**config.mk**
```make
export PLATFORM = sky130hd
export DESIGN_NAME = nanov_peri_hub
export DESIGN_NICKNAME = d
export VERILOG_FILES = /design/src/rtl/nanov_peri_pkg.sv /design/src/rtl/sync_fifo.sv /design/src/rtl/nanov_peri_hub.sv
export SDC_FILE = /design/constraint.sdc
export NUM_CORES = 1
export LEC_CHECK = 0
export BUFFER_PORTS_ARGS = -buffer_cell sky130_fd_sc_hd__buf_4
export CAP_MARGIN = 30
export CORE_MARGIN = 1
export CORE_UTILIZATION = 52
export CTS_CLUSTER_SIZE = 40
export DETAILED_ROUTE_END_ITERATION = 12
export MAX_ROUTING_LAYER = met4
export PLACE_DENSITY_LB_ADDON = 0.08
export SLEW_MARGIN = 20
export SYNTH_ARGS = -nofsm -noshare
export SYNTH_HDL_FRONTEND = slang
export SYNTH_SLANG_ARGS = --single-unit
```
**constraint.sdc**
```tcl
create_clock -name clk -period 2.8 [get_ports clk]
set_input_delay 0.28 -clock clk [delete_from_list [all_inputs] [get_ports clk]]
set_output_delay 0.28 -clock clk [all_outputs]
set_load 0.005 [all_outputs]
```
**src/rtl/nanov_peri_pkg.sv**
```systemverilog
`default_nettype none
// ============================================================================
// Module      : nanov_peri_pkg
// Description : Shared definitions for the nanoV peripheral hub: register
//               offsets, register-select encoding, status bit positions and
//               small helper functions used by the bus decoder.
// Revision    : 1.0 - initial release
// ============================================================================
package nanov_peri_pkg;

    // Register offsets from the hub base address
    localparam logic [31:0] c_off_gpio      = 32'h0000_0000;
    localparam logic [31:0] c_off_gpio_out  = 32'h0000_0004;
    localparam logic [31:0] c_off_uart      = 32'h0000_0010;
    localparam logic [31:0] c_off_uart_stat = 32'h0000_0014;
    localparam logic [31:0] c_off_tcount    = 32'h0000_0018;
    localparam logic [31:0] c_off_tcmp      = 32'h0000_001C;

    // Register currently addressed by the CPU
    typedef enum logic [2:0] {
        SEL_NONE      = 3'd0,
        SEL_GPIO      = 3'd1,
        SEL_GPIO_OUT  = 3'd2,
        SEL_UART      = 3'd3,
        SEL_UART_STAT = 3'd4,
        SEL_TCOUNT    = 3'd5,
        SEL_TCMP      = 3'd6
    } sel_e;

    // UART status register bit positions
    localparam int c_stat_tx_busy     = 0;
    localparam int c_stat_rx_nonempty = 1;
    localparam int c_stat_rx_full     = 2;
    localparam int c_stat_tx_drop     = 3;
    localparam int c_stat_rx_cnt_lsb  = 8;
    localparam int c_stat_rx_cnt_msb  = 15;

    // Store data arrives LSB-first on the bus, so bit 31 carries bit 0
    function automatic logic [31:0] bit_rev32(input logic [31:0] v);
        logic [31:0] r;
        for (int i = 0; i < 32; i++) begin
            r[i] = v[31-i];
        end
        return r;
    endfunction

    // Exact-match address decode; anything outside the map selects nothing
    function automatic sel_e decode_addr(input logic [31:0] addr,
                                         input logic [31:0] base);
        sel_e s;
        s = SEL_NONE;
        if (addr == base + c_off_gpio)      s = SEL_GPIO;
        if (addr == base + c_off_gpio_out)  s = SEL_GPIO_OUT;
        if (addr == base + c_off_uart)      s = SEL_UART;
        if (addr == base + c_off_uart_stat) s = SEL_UART_STAT;
        if (addr == base + c_off_tcount)    s = SEL_TCOUNT;
        if (addr == base + c_off_tcmp)      s = SEL_TCMP;
        return s;
    endfunction

endpackage
`default_nettype wire

```
**src/rtl/sync_fifo.sv**
```systemverilog
`default_nettype none
// ============================================================================
// Module      : sync_fifo
// Description : Small single-clock FIFO with first-word-fall-through head
//               output. Pushes while full and pops while empty are ignored.
// Revision    : 1.0 - initial release
// ============================================================================
module sync_fifo #(
    parameter int WIDTH = 8,
    parameter int DEPTH = 4
) (
    input  logic                     clk,
    input  logic                     rst_n,
    input  logic                     push,
    input  logic [WIDTH-1:0]         push_data,
    input  logic                     pop,
    output logic [WIDTH-1:0]         head_data,
    output logic                     full,
    output logic                     empty,
    output logic [$clog2(DEPTH):0]   count
);

    localparam int                c_aw         = $clog2(DEPTH);
    localparam logic [c_aw:0]     c_full_count = (c_aw + 1)'(DEPTH);

    logic [c_aw-1:0]  wr_ptr_q, wr_ptr_d;
    logic [c_aw-1:0]  rd_ptr_q, rd_ptr_d;
    logic [c_aw:0]    count_q, count_d;
    logic [WIDTH-1:0] mem_q [DEPTH];
    logic [WIDTH-1:0] mem_d [DEPTH];
    logic             do_push;
    logic             do_pop;

    assign full      = (count_q == c_full_count);
    assign empty     = (count_q == '0);
    assign count     = count_q;
    assign head_data = mem_q[rd_ptr_q];

    // Next-state: pointer advance, storage write and occupancy tracking
    always_comb begin
        do_push  = push && !full;
        do_pop   = pop && !empty;
        mem_d    = mem_q;
        wr_ptr_d = wr_ptr_q;
        rd_ptr_d = rd_ptr_q;
        count_d  = count_q;
        if (do_push) begin
            mem_d[wr_ptr_q] = push_data;
            wr_ptr_d        = wr_ptr_q + 1'b1;
        end
        if (do_pop) begin
            rd_ptr_d = rd_ptr_q + 1'b1;
        end
        case ({do_push, do_pop})
            2'b10:   count_d = count_q + 1'b1;
            2'b01:   count_d = count_q - 1'b1;
            default: count_d = count_q;
        endcase
    end

    // State register with synchronous reset to empty
    always_ff @(posedge clk) begin
        if (!rst_n) begin
            wr_ptr_q <= '0;
            rd_ptr_q <= '0;
            count_q  <= '0;
            mem_q    <= '{default: '0};
        end else begin
            wr_ptr_q <= wr_ptr_d;
            rd_ptr_q <= rd_ptr_d;
            count_q  <= count_d;
            mem_q    <= mem_d;
        end
    end

endmodule
`default_nettype wire

```
**src/rtl/nanov_peri_hub.sv**
```systemverilog
`default_nettype none
// ============================================================================
// Module      : nanov_peri_hub
// Description : Memory-mapped peripheral hub for the nanoV CPU. Decodes a
//               register window from the serial load/store strobes and
//               exposes GPIO, UART TX/RX (with RX FIFO), sticky status and a
//               prescaled 32-bit timer with compare output.
// Revision    : 1.0 - initial release
// ============================================================================
module nanov_peri_hub
    import nanov_peri_pkg::*;
#(
    parameter logic [31:0] BASE_ADDR     = 32'h1000_0000,
    parameter int          GPIO_W        = 8,
    parameter int          RX_FIFO_DEPTH = 4,
    parameter int          PRESCALE      = 12
) (
    input  logic              clk,
    input  logic              rst_n,
    input  logic [31:0]       cpu_data_out,
    input  logic              store_addr_out,
    input  logic              store_data_out,
    input  logic              data_in_read,
    output logic [31:0]       ext_data_in,
    input  logic [GPIO_W-1:0] gpio_in,
    output logic [GPIO_W-1:0] gpio_out,
    output logic              uart_tx_en,
    output logic [7:0]        uart_tx_data,
    input  logic              uart_tx_busy,
    input  logic              uart_rx_valid,
    input  logic [7:0]        uart_rx_data,
    output logic              uart_rx_read,
    output logic              timer_match
);

    localparam int                 c_cnt_w    = $clog2(RX_FIFO_DEPTH) + 1;
    localparam int                 c_pre_w    = (PRESCALE > 1) ? $clog2(PRESCALE) : 1;
    localparam logic [c_pre_w-1:0] c_pre_last = c_pre_w'(PRESCALE - 1);

    sel_e               sel_q, sel_d;
    logic [GPIO_W-1:0]  gpio_out_q, gpio_out_d;
    logic               tx_en_q, tx_en_d;
    logic [7:0]         tx_data_q, tx_data_d;
    logic               tx_drop_q, tx_drop_d;
    logic [31:0]        tcount_q, tcount_d;
    logic [c_pre_w-1:0] presc_q, presc_d;
    logic [31:0]        tcmp_q, tcmp_d;
    logic               match_q, match_d;
    logic               pulled_q, pulled_d;

    logic [31:0]        wdata;
    logic               rx_push;
    logic               rx_pop;
    logic [7:0]         rx_head;
    logic               rx_full;
    logic               rx_empty;
    logic [c_cnt_w-1:0] rx_count;

    assign wdata = bit_rev32(cpu_data_out);

    // A pull is skipped the cycle after a pull so uart_rx has time to drop
    // its valid flag; holding off while full is the RTS backpressure path.
    assign rx_push      = rst_n && uart_rx_valid && !rx_full && !pulled_q;
    assign rx_pop       = data_in_read && (sel_q == SEL_UART) && !rx_empty;
    assign uart_rx_read = rx_push;

    assign gpio_out     = gpio_out_q;
    assign uart_tx_en   = tx_en_q;
    assign uart_tx_data = tx_data_q;
    assign timer_match  = match_q;

    sync_fifo #(
        .WIDTH (8),
        .DEPTH (RX_FIFO_DEPTH)
    ) u_rx_fifo (
        .clk       (clk),
        .rst_n     (rst_n),
        .push      (rx_push),
        .push_data (uart_rx_data),
        .pop       (rx_pop),
        .head_data (rx_head),
        .full      (rx_full),
        .empty     (rx_empty),
        .count     (rx_count)
    );

    // Next-state: address latch, register writes, TX launch, timer advance
    always_comb begin
        sel_d      = sel_q;
        gpio_out_d = gpio_out_q;
        tx_en_d    = 1'b0;
        tx_data_d  = tx_data_q;
        tx_drop_d  = tx_drop_q;
        tcmp_d     = tcmp_q;
        pulled_d   = rx_push;

        if (presc_q == c_pre_last) begin
            presc_d  = '0;
            tcount_d = tcount_q + 32'd1;
        end else begin
            presc_d  = presc_q + 1'b1;
            tcount_d = tcount_q;
        end

        if (store_addr_out) begin
            sel_d = decode_addr(cpu_data_out, BASE_ADDR);
        end

        // Writes act on the register selected before this cycle's strobe
        if (store_data_out) begin
            case (sel_q)
                SEL_GPIO: gpio_out_d = wdata[GPIO_W-1:0];
                SEL_UART: begin
                    if (uart_tx_busy) begin
                        tx_drop_d = 1'b1;
                    end else begin
                        tx_en_d   = 1'b1;
                        tx_data_d = wdata[7:0];
                    end
                end
                SEL_TCOUNT: begin
                    tcount_d = wdata;
                    presc_d  = '0;
                end
                SEL_TCMP: tcmp_d = wdata;
                default: ;
            endcase
        end

        // Reading status acknowledges the sticky drop flag
        if (data_in_read && (sel_q == SEL_UART_STAT)) begin
            tx_drop_d = 1'b0;
        end

        match_d = (tcount_d >= tcmp_d);
    end

    // Load data mux; unmapped and write-only selections read as zero
    always_comb begin
        ext_data_in = '0;
        case (sel_q)
            SEL_GPIO:     ext_data_in = 32'(gpio_in);
            SEL_GPIO_OUT: ext_data_in = 32'(gpio_out_q);
            SEL_UART: begin
                if (!rx_empty) begin
                    ext_data_in = 32'(rx_head);
                end
            end
            SEL_UART_STAT: begin
                ext_data_in[c_stat_tx_busy]     = uart_tx_busy;
                ext_data_in[c_stat_rx_nonempty] = !rx_empty;
                ext_data_in[c_stat_rx_full]     = rx_full;
                ext_data_in[c_stat_tx_drop]     = tx_drop_q;
                ext_data_in[c_stat_rx_cnt_msb:c_stat_rx_cnt_lsb] = 8'(rx_count);
            end
            SEL_TCOUNT:   ext_data_in = tcount_q;
            SEL_TCMP:     ext_data_in = tcmp_q;
            default:      ext_data_in = '0;
        endcase
    end

    // State register; reset also discards any strobe in flight
    always_ff @(posedge clk) begin
        if (!rst_n) begin
            sel_q      <= SEL_NONE;
            gpio_out_q <= '0;
            tx_en_q    <= 1'b0;
            tx_data_q  <= '0;
            tx_drop_q  <= 1'b0;
            tcount_q   <= '0;
            presc_q    <= '0;
            tcmp_q     <= 32'hFFFF_FFFF;
            match_q    <= 1'b0;
            pulled_q   <= 1'b0;
        end else begin
            sel_q      <= sel_d;
            gpio_out_q <= gpio_out_d;
            tx_en_q    <= tx_en_d;
            tx_data_q  <= tx_data_d;
            tx_drop_q  <= tx_drop_d;
            tcount_q   <= tcount_d;
            presc_q    <= presc_d;
            tcmp_q     <= tcmp_d;
            match_q    <= match_d;
            pulled_q   <= pulled_d;
        end
    end

endmodule
`default_nettype wire
```
# After elaboration in Yosys (flattened, before gate mapping)
# Cells that the tools add are included.
[word_totals]
register_bits = 130
in_bits = 55
elab_cells = 93
[op_classes]
muxes = 27
addsub = 6
n_eq_ne = 16
bitwise = 4
reduce_logical = 19
n_lt_le_gt_ge = 4
[op_table]
columns = ["cell", "count"]
rows = [
  ["32-bit by 29-bit == test with 1-bit output, second input constant", 6],
  ["32-bit two-way mux", 5],
  ["16-bit case mux with 3 select lines", 1],
  ["32-bit by 1-bit adder with 32-bit output, second input constant", 1],
  ["32-bit bitwise mux", 1],
  ["32-bit >= comparator", 1],
  ["8-bit two-way mux", 4],
  ["8-bit case mux with 4 select lines", 1],
  ["4-bit case mux with 6 select lines", 1],
  ["4-bit case mux with 5 select lines", 1],
  ["8-bit binary-select mux with 2-bit select", 1],
  ["8-bit demux with 2-bit select", 1],
  ["3-bit two-way mux", 5],
  ["3-bit == test, second input constant", 4],
  ["4-bit two-way mux", 3],
  ["1-bit logical AND", 9],
  ["3-bit AND reduction", 3],
  ["3-bit by 2-bit == test with 1-bit output, second input constant", 2],
  ["3-bit >= comparator, second input constant", 2],
  ["2-bit NOT with 3-bit output", 2],
  ["3-bit case mux with 2 select lines", 1],
  ["2-bit by 1-bit adder with 2-bit output, second input constant", 2],
  ["4-bit by 1-bit adder with 4-bit output, second input constant", 1],
  ["4-bit == test, second input constant", 1],
  ["13 further kinds", 17],
]

# Logic depth before layout (Yosys ltp)
# Gate-level depths: netlist of the first run.
[logic_depth]
depth_word = 7
depth_mapped = 13
mapped_depth_nobuf = 12

# By module
# A second synthesis of the first run with hierarchy kept.
[hier_totals]
cells_unflattened = 814
area_unflattened_um2 = 7213.2
[by_module_without_submodules]
columns = ["mod", "seq_area_each_um2", "area_per_inst_um2", "cells_each", "n_inst"]
rows = [
  ["nanov_peri_hub", 1821.7, 5440.2, 642, 1],
  ["sync_fifo", 780.7, 1773.0, 172, 1],
]

# Worst setup path before layout of the first run
# OpenSTA, ideal clock, no wires.
[synth_path]
path_kind = "register -> register"
startpoint = "register presc_q[0]"
endpoint = "register match_q (netlist: timer_match)"
path_stages_with_launch = 14
t_arrival_ns = 2.727
t_required_ns = 2.684
setup_slack_ns = -0.044
n_path_buf = 1
cell_sequence = "dfxtp_1 ha_1 nand3b_1 buf_2 nor4_2 nand4_1 xor2_1 a21oi_1 ha_1 a21oi_1 o21ai_0 a221oi_1 o22ai_1 a31o_2"
[synth_via]
elab_chain_len = 5
[synth_lines]
columns = ["item", "line", "rtl"]
rows = [
  ["from (decl)", "nanov_peri_hub.sv:46", "logic [c_pre_w-1:0] presc_q, presc_d;"],
  ["from (signal assigned)", "nanov_peri_hub.sv:182", "presc_q <= presc_d;"],
  ["4-bit == test (*)", "nanov_peri_hub.sv:97", "if (presc_q == c_pre_last) begin"],
  ["32-bit two-way mux (*)", "nanov_peri_hub.sv:97", ""],
  ["32-bit two-way mux", "nanov_peri_hub.sv:111", "case (sel_q)"],
  ["32-bit two-way mux (*)", "nanov_peri_hub.sv:110", "if (store_data_out) begin"],
  ["named net tcount_d[17]", "nanov_peri_hub.sv:45", "logic [31:0] tcount_q, tcount_d;"],
  ["32-bit >= comparator (*)", "nanov_peri_hub.sv:135", "match_d = (tcount_d >= tcmp_d);"],
  ["to (signal assigned)", "nanov_peri_hub.sv:184", "match_q <= match_d;"],
  ["to (decl)", "nanov_peri_hub.sv:48", "logic match_q, match_d;"],
]
# Mark *: on every way through the listed nets, which the timed path passes. The rest lies on a longest branch.
# A chain may end at the register's enable or synchronous reset.

# Worst setup path after layout of the first run
[layout_path]
startpoint = "register presc_q[1]"
endpoint = "register match_q (netlist: timer_match)"
# The elaborated chain is that of the path after synthesis.

==> results.yml, run 1 <==
outcome:
  status: "finished, violations left"
  failed_checks: "negative setup slack"
clock_network:
  cts.sinks: 130
  clock_path_buffers: 2
  cts_hold_buf: 0
  clk_latency_ns: 0.42
  path_clk_slew_ns: 0.06
  numCtsBuffers: 17
  cts_tree: "built"
  cts_root_buffer: "clkbuf_16"
  cts-htree-levels: 4
drt:
  via_count: 7025
  drtIter0Drc: 527
  dr.pass1.iters: 5
  ant_nets: 0
  vias_per_cell: 5.94
  avgRoutedWirePerCell_um: 18.4
  drcViolationCount: 0
  wirelength_mm: 21.7
synthesis:
  syn_avg_cell_area_um2: 8.55
  ys.flop_type: "dfxtp_1"
  syn-cell-area_mm2: 0.00706
  ys_types: 56
  synth_warnings: 0
  synth_edf_count: 0
  synth-seq-cells: 130
  synthCells: 826
  synthArstFlopShare_pct: 0
  synthesis.nets: 921
  yosysSeqAreaShare_pct: 36.9
pwr:
  p_leak_nw: 4.11
  power_density_mw_per_mm2: 449
  peakVddDrop_v: 0.000424
  power.total_w: 0.00422
worst_setup_path:
  crit_chain: "ha_4 -> nand3b_1 -> buf_4 -> nor3_4 -> nand3_2 -> or3_1 -> a31oi_1 -> ha_1 -> nand4_1 -> inv_1 -> a221oi_2 -> buf_4 -> o22ai_1 -> a31o_2"
  path_buf_inv: 3
  crit_fanout: 5
  r2r_cells: 14
  end_kind: "flip-flop"
  critical_path_arrival_ns: 3.28
  critPathMostFrequentCell: "buf_4"
  cp_data_required_time_ns: 3.11
  crit_type: "reg2reg"
  critPathSlowestCell: "or3_1"
  worstSetupPathDepth: 14
  crit_path_max_incr_delay_ns: 0.37
  start_kind: "flip-flop"
  critical-path-top-delay-family: "simple AND/OR/NAND/NOR gates"
finish:
  mostFrequentLayoutCells: "190 x buf_4, 123 x dfxtp_1, 103 x nand2_1"
  final_nets: 1089
  synthToLayoutAreaGrowth_pct: 33.2
  drive_above_1_share_pct: 28.1
  final_common_cell: "buf_4"
  antennaDiodeCount: 0
hold_path:
  hold_class: "in2reg"
  holdPathStages: 2
sta:
  finalSetupViolCount: 1
  fin_crit_sh_pct: 106
  slew_violations: 0
  setup_ws_ns: -0.164
  period_minus_slack_ns: 2.96
  rsz0062_at_grt: "yes"
  hold_viol: 0
  fin_worst_skew_ns: 0.00624
  tightest_slew_ns: 0.828
  max_freq_mhz: 337
  timing.slew.headroom_pct: 44.5
place:
  gp_congestion: 0.915
  dpl.hpwl_mm: 15.4
  dpl_worst_slack_ns: -0.379
  portBuffers: 105
die:
  die_x_um: 119
  coreArea_mm2: 0.0132
  initial_core_util_pct: 53.3
  die_area_mm2: 0.0140
  boundaryPins: 106
  core.rowCount: 42
  die_y_um: 119
grt:
  track_usage_pct: 31.9
  gr-total-overflow: 0
  grt_pass1_vias: 6801
  antenna_found_initial: 0
  grt_max_degree: 45
  grt_pass1_wl_mm: 34.2
run:
  drv_cap: 0
==> report_power, final <==
part / leakage (nW) / total (W) / switching (W) / internal, W
combinational: 2.80 / 0.000229 / 0.000134 / 0.0000943
clock: 0.256 / 0.00212 / 0.000857 / 0.00126
sequential: 1.05 / 0.00188 / 0.0000119 / 0.00187
==> layer usage <==
metal  track usage, %  wire (um)  vias up
li1                 -          -     3313
met4             15.1        805        0
met3             5.45       1350       53
met5                -          0        -
met2             51.5      10600      303
met1             38.8       9030     3356
==> metrics by stage <==
stage               cell area, um^2  util [%]  hold slack (ns)  setup TNS, ns  instances
global placement               8540      64.5            0.432         -0.249       1137
detailed placement             8540      64.5            0.436         -0.379       1137
global route                   9410      71.0           0.0703         -0.350       1182
floorplan                      7070         -            0.359              0        826
CTS                            9210      69.5           0.0598        -0.0764       1173
finish                         9410      71.0           0.0755         -0.164       1182
==> registers in the layout, indices dropped and copies added (netlist names) <==
register / flops
u_rx_fifo.count: 3
sel_q: 3
u_rx_fifo.wr_ptr_q: 2
gpio_out: 8
u_rx_fifo.mem_q: 32
timer_match: 1
uart_tx_en: 1
presc_q: 4
uart_tx_data: 8
pulled_q: 1
u_rx_fifo.rd_ptr_q: 2
tcount_q: 32
tx_drop_q: 1
tcmp_q: 32
==> cell usage after synthesis (all sizes together), types with 2 or more instances <==
cell type | instances | area [um^2]
and3 | 7 | 43.8
nor2 | 84 | 318
o22ai | 3 | 18.8
and2 | 10 | 62.6
nand2b | 2 | 12.5
nand3 | 49 | 250
a21o | 2 | 15.0
nand4 | 16 | 106
buf | 14 | 61.3
nand2 | 106 | 398
a311oi | 4 | 35.0
inv | 14 | 52.6
xnor2 | 8 | 70.1
a21oi | 74 | 370
nand3b | 2 | 15.0
a31oi | 3 | 18.8
dfxtp | 130 | 2600
a221oi | 4 | 35.0
nor2b | 3 | 18.8
mux4 | 8 | 180
clkbuf | 35 | 131
o221ai | 3 | 26.3
or3 | 6 | 37.5
o21ai | 18 | 90.1
mux2 | 2 | 22.5
xor2 | 27 | 236
o211ai | 2 | 15.0
a211oi | 26 | 195
a22o | 21 | 184
ha | 39 | 488
a22oi | 3 | 22.5
nor3b | 3 | 27.5
nor3 | 13 | 75.1
nor4 | 12 | 96.3
mux2i | 63 | 631
==> worst paths after layout <==
| path | startpoint | to | slack [ns] |
|---|---|---|---|
| worst min-delay path | uart_tx_busy | uart_tx_en | 0.08 |
| worst max-delay path | presc_q[1] | timer_match | -0.16 |
| worst max register to register | presc_q[1] | timer_match | -0.16 |
| worst min register to register | pulled_q | pulled_q | 0.45 |
==> worst reg2reg max path, delay by kind of cell (launching register included) <==
| family | cells | cell delay (ns) |
|---|---|---|
| AO/OA/AOI/OAI | 4 | 0.77 |
| AND/OR/NAND/NOR | 5 | 0.94 |
| flip-flops | 1 | 0.35 |
| adder cells (fa/ha/maj) | 2 | 0.41 |
| buffers and inverters | 3 | 0.39 |
==> timing repair <==
item,CTS,global route
setup buffers,5,9
gates resized for setup,18,29
pin swaps,10,28
endpoints found under the setup margin,1,1
==> cell type report <==
cell class,count,area (um^2)
multi-input cells,633,4410
fillers,1057,3840
flip-flops and latches,130,2610
repair buffers,198,1550
clock buffers,19,453
well taps,176,220
clock inverters,12,110
inverters,14,52.6
==> logic make-up after synthesis <==
group	after synthesis	synth area share (%)
AND/OR/NAND/NOR	318	21.3
AO/OA/AOI/OAI	167	15.1
flip-flops	130	36.9
multiplexers	73	11.8
buffers and inverters	63	3.47
adder cells (fa/ha/maj)	40	7.19
XOR/XNOR	35	4.34
(Power assumes the default switching activity.)
==> run 2: changes to the inputs <==
--- a/config.mk
+++ b/config.mk
@@ -7,7 +7,7 @@
 export LEC_CHECK = 0
 export BUFFER_PORTS_ARGS = -buffer_cell sky130_fd_sc_hd__buf_4
 export CAP_MARGIN = 30
-export CORE_MARGIN = 1
+export CORE_MARGIN = 2
 export CORE_UTILIZATION = 52
 export CTS_CLUSTER_SIZE = 40
 export DETAILED_ROUTE_END_ITERATION = 12
==> run 2 against run 1 <==
  * The flow still finishes with violations (negative setup slack)
  * Sequential share of layout area about the same
  * Flip-flop and latch count unchanged
  * Non-clock buffer count increased by 8
  * Global-route usage decreased by 1.3 points
  * Combinational power about the same
  * Clock power decreased by 3%
  * Register-to-register slack improved by 0.07 ns
  * First-iteration DRC count decreased by 12%
==> results.yml, run 2 (synthesized netlist as in run 1, its figures left out) <==
sta:
  tightest_slew_ns: 0.864
  finalSetupViolCount: 1
  slew_violations: 0
  period_minus_slack_ns: 2.89
  whs_ns: 0.0758
  max_freq_mhz: 346
  setup_ws_ns: -0.0920
  fin_worst_skew_ns: 0.00601
  timing.slew.headroom_pct: 42.3
  fin_crit_sh_pct: 103
  rsz0062_at_grt: "yes"
  hold_viol: 0
clock_network:
  path_clk_slew_ns: 0.06
  cts_root_buffer: "clkbuf_16"
  clk_latency_ns: 0.42
  cts_tree: "built"
  cts_hold_buf: 0
  cts.sinks: 130
  numCtsBuffers: 17
  cts-htree-levels: 4
  clock_path_buffers: 2
drt:
  vias_per_cell: 5.86
  wirelength_mm: 21.5
  via_count: 6983
  avgRoutedWirePerCell_um: 18.0
  ant_nets: 0
  drtIter0Drc: 464
  dr.pass1.iters: 6
  drcViolationCount: 0
place:
  postPlaceCellArea_mm2: 0.00861
  dp.cells: 1148
  dpl_worst_slack_ns: -0.311
  gp_congestion: 0.897
  portBuffers: 105
  dpl.hpwl_mm: 15.4
pwr:
  peakVddDrop_v: 0.000382
  power_density_mw_per_mm2: 444
  power.total_w: 0.00417
  p_leak_nw: 4.16
worst_setup_path:
  crit_fanout: 7
  worstSetupStartpoint: "presc_q[0]"
  ff2ff_setup_slack_ns: -0.09
  r2r_end: "timer_match"
  critical_path_arrival_ns: 3.21
  crit_chain: "ha_4 -> nand3b_1 -> buf_6 -> buf_4 -> nor3_1 -> nand2_1 -> xor2_1 -> a21oi_1 -> ha_1 -> and4_1 -> a221oi_2 -> o22ai_1 -> a31o_2"
  crit_path_max_incr_delay_ns: 0.35
  crit_path_end: "timer_match"
  cp_data_required_time_ns: 3.11
  end_kind: "flip-flop"
  crit_type: "reg2reg"
  start_kind: "flip-flop"
  r2r_cells: 13
  critPathSlowestCell: "dfxtp_2"
  reg2reg_from: "presc_q[0]"
die:
  boundaryPins: 106
  die_y_um: 121
  initial_core_util_pct: 53.3
  coreArea_mm2: 0.0132
  die_area_mm2: 0.0145
  die_x_um: 121
  core.rowCount: 42
finish:
  synthToLayoutAreaGrowth_pct: 33.0
  fin_area_mm2: 0.00939
  fillCellCount: 1044
  largestRegisters: "tcmp_q: 32 flops, tcount_q: 32 flops, u_rx_fifo.mem_q: 32 flops"
  final_common_cell: "buf_4"
  drive_above_1_share_pct: 27.5
  fin_cells: 1191
  final_nets: 1097
  mostFrequentLayoutCells: "202 x buf_4, 125 x dfxtp_1, 104 x nand2_1"
grt:
  top_usage_layer: "met2"
  grt_max_degree: 43
  global_route.usage.met3_pct: 5.80
  grt_pass1_vias: 6821
  use_met2_pct: 50.1
  grtUsageMet1_pct: 37.4
  antenna_found_initial: 1
  track_usage_pct: 30.6
  grt_pass1_wl_mm: 34.0
  gr-total-overflow: 0
outcome:
  failed_checks: "negative setup slack"
  status: "finished, violations left"
hold_path:
  hold_class: "in2reg"
run:
  drv_cap: 0
[run 2: worst min-delay path by stage]
stage | end | cells past startpoint | from
2_1_floorplan | uart_tx_en | 1 | uart_tx_busy
3_3_place_gp | pulled_q | 1 | pulled_q
3_5_place_dp | pulled_q | 1 | pulled_q
4_1_cts | uart_tx_en | 2 | uart_tx_busy
5_1_grt | uart_tx_en | 2 | uart_tx_busy
6_report | uart_tx_en | 2 | uart_tx_busy
[run 2: what timing repair did]
item	CTS	global route
buffers inserted	5	7
pin swaps	22	10
endpoints found under the setup margin	1	1
gates resized for setup	25	11
[run 2: through the flow]
| step | util, % | TNS (ns) |
|---|---|---|
| after CTS | 70.0 | -0.0386 |
| after global placement | 65.0 | -0.285 |
| after detailed placement | 65.0 | -0.311 |
| after floorplan | - | 0 |
| final | 70.9 | -0.0920 |
| after global routing | 70.9 | -0.257 |
[run 2: cell type report]
class	count	area, um^2	share of cell area [%]
diodes	1	2.50	0.0266
multi-input cells	633	4370	46.6
repair buffers	206	1590	16.9
clock buffers	19	433	4.61
clock inverters	12	113	1.20
well taps	176	220	2.34
flip-flops and latches	130	2610	27.8
inverters	14	52.6	0.560
[run 2: critical path: cells and delay by family (launching register included)]
| kind | cells | cell delay (ns) |
|---|---|---|
| DFF | 1 | 0.35 |
| adders and majority gates | 2 | 0.45 |
| xor gates and xnor gates | 1 | 0.18 |
| buffers and inverters | 2 | 0.32 |
| and+or+nand+nor | 4 | 0.76 |
| AOI/OAI and AO/OA | 4 | 0.72 |
[run 2: layer usage]
metal | vias to the layer above | part of all wire [%]
met2 | 287 | 49
met4 | 0 | 2.6
li1 | 3340 | -
met5 | - | 0
met3 | 47 | 6.3
met1 | 3309 | 42
[run 2: report_power, final]
group          total, W  leakage [nW]  internal, W  switching [W]
registers       0.00188          1.05      0.00187      0.0000128
clock network   0.00206         0.263      0.00122       0.000839
logic          0.000230          2.84    0.0000964       0.000133
total           0.00417          4.16      0.00318       0.000985
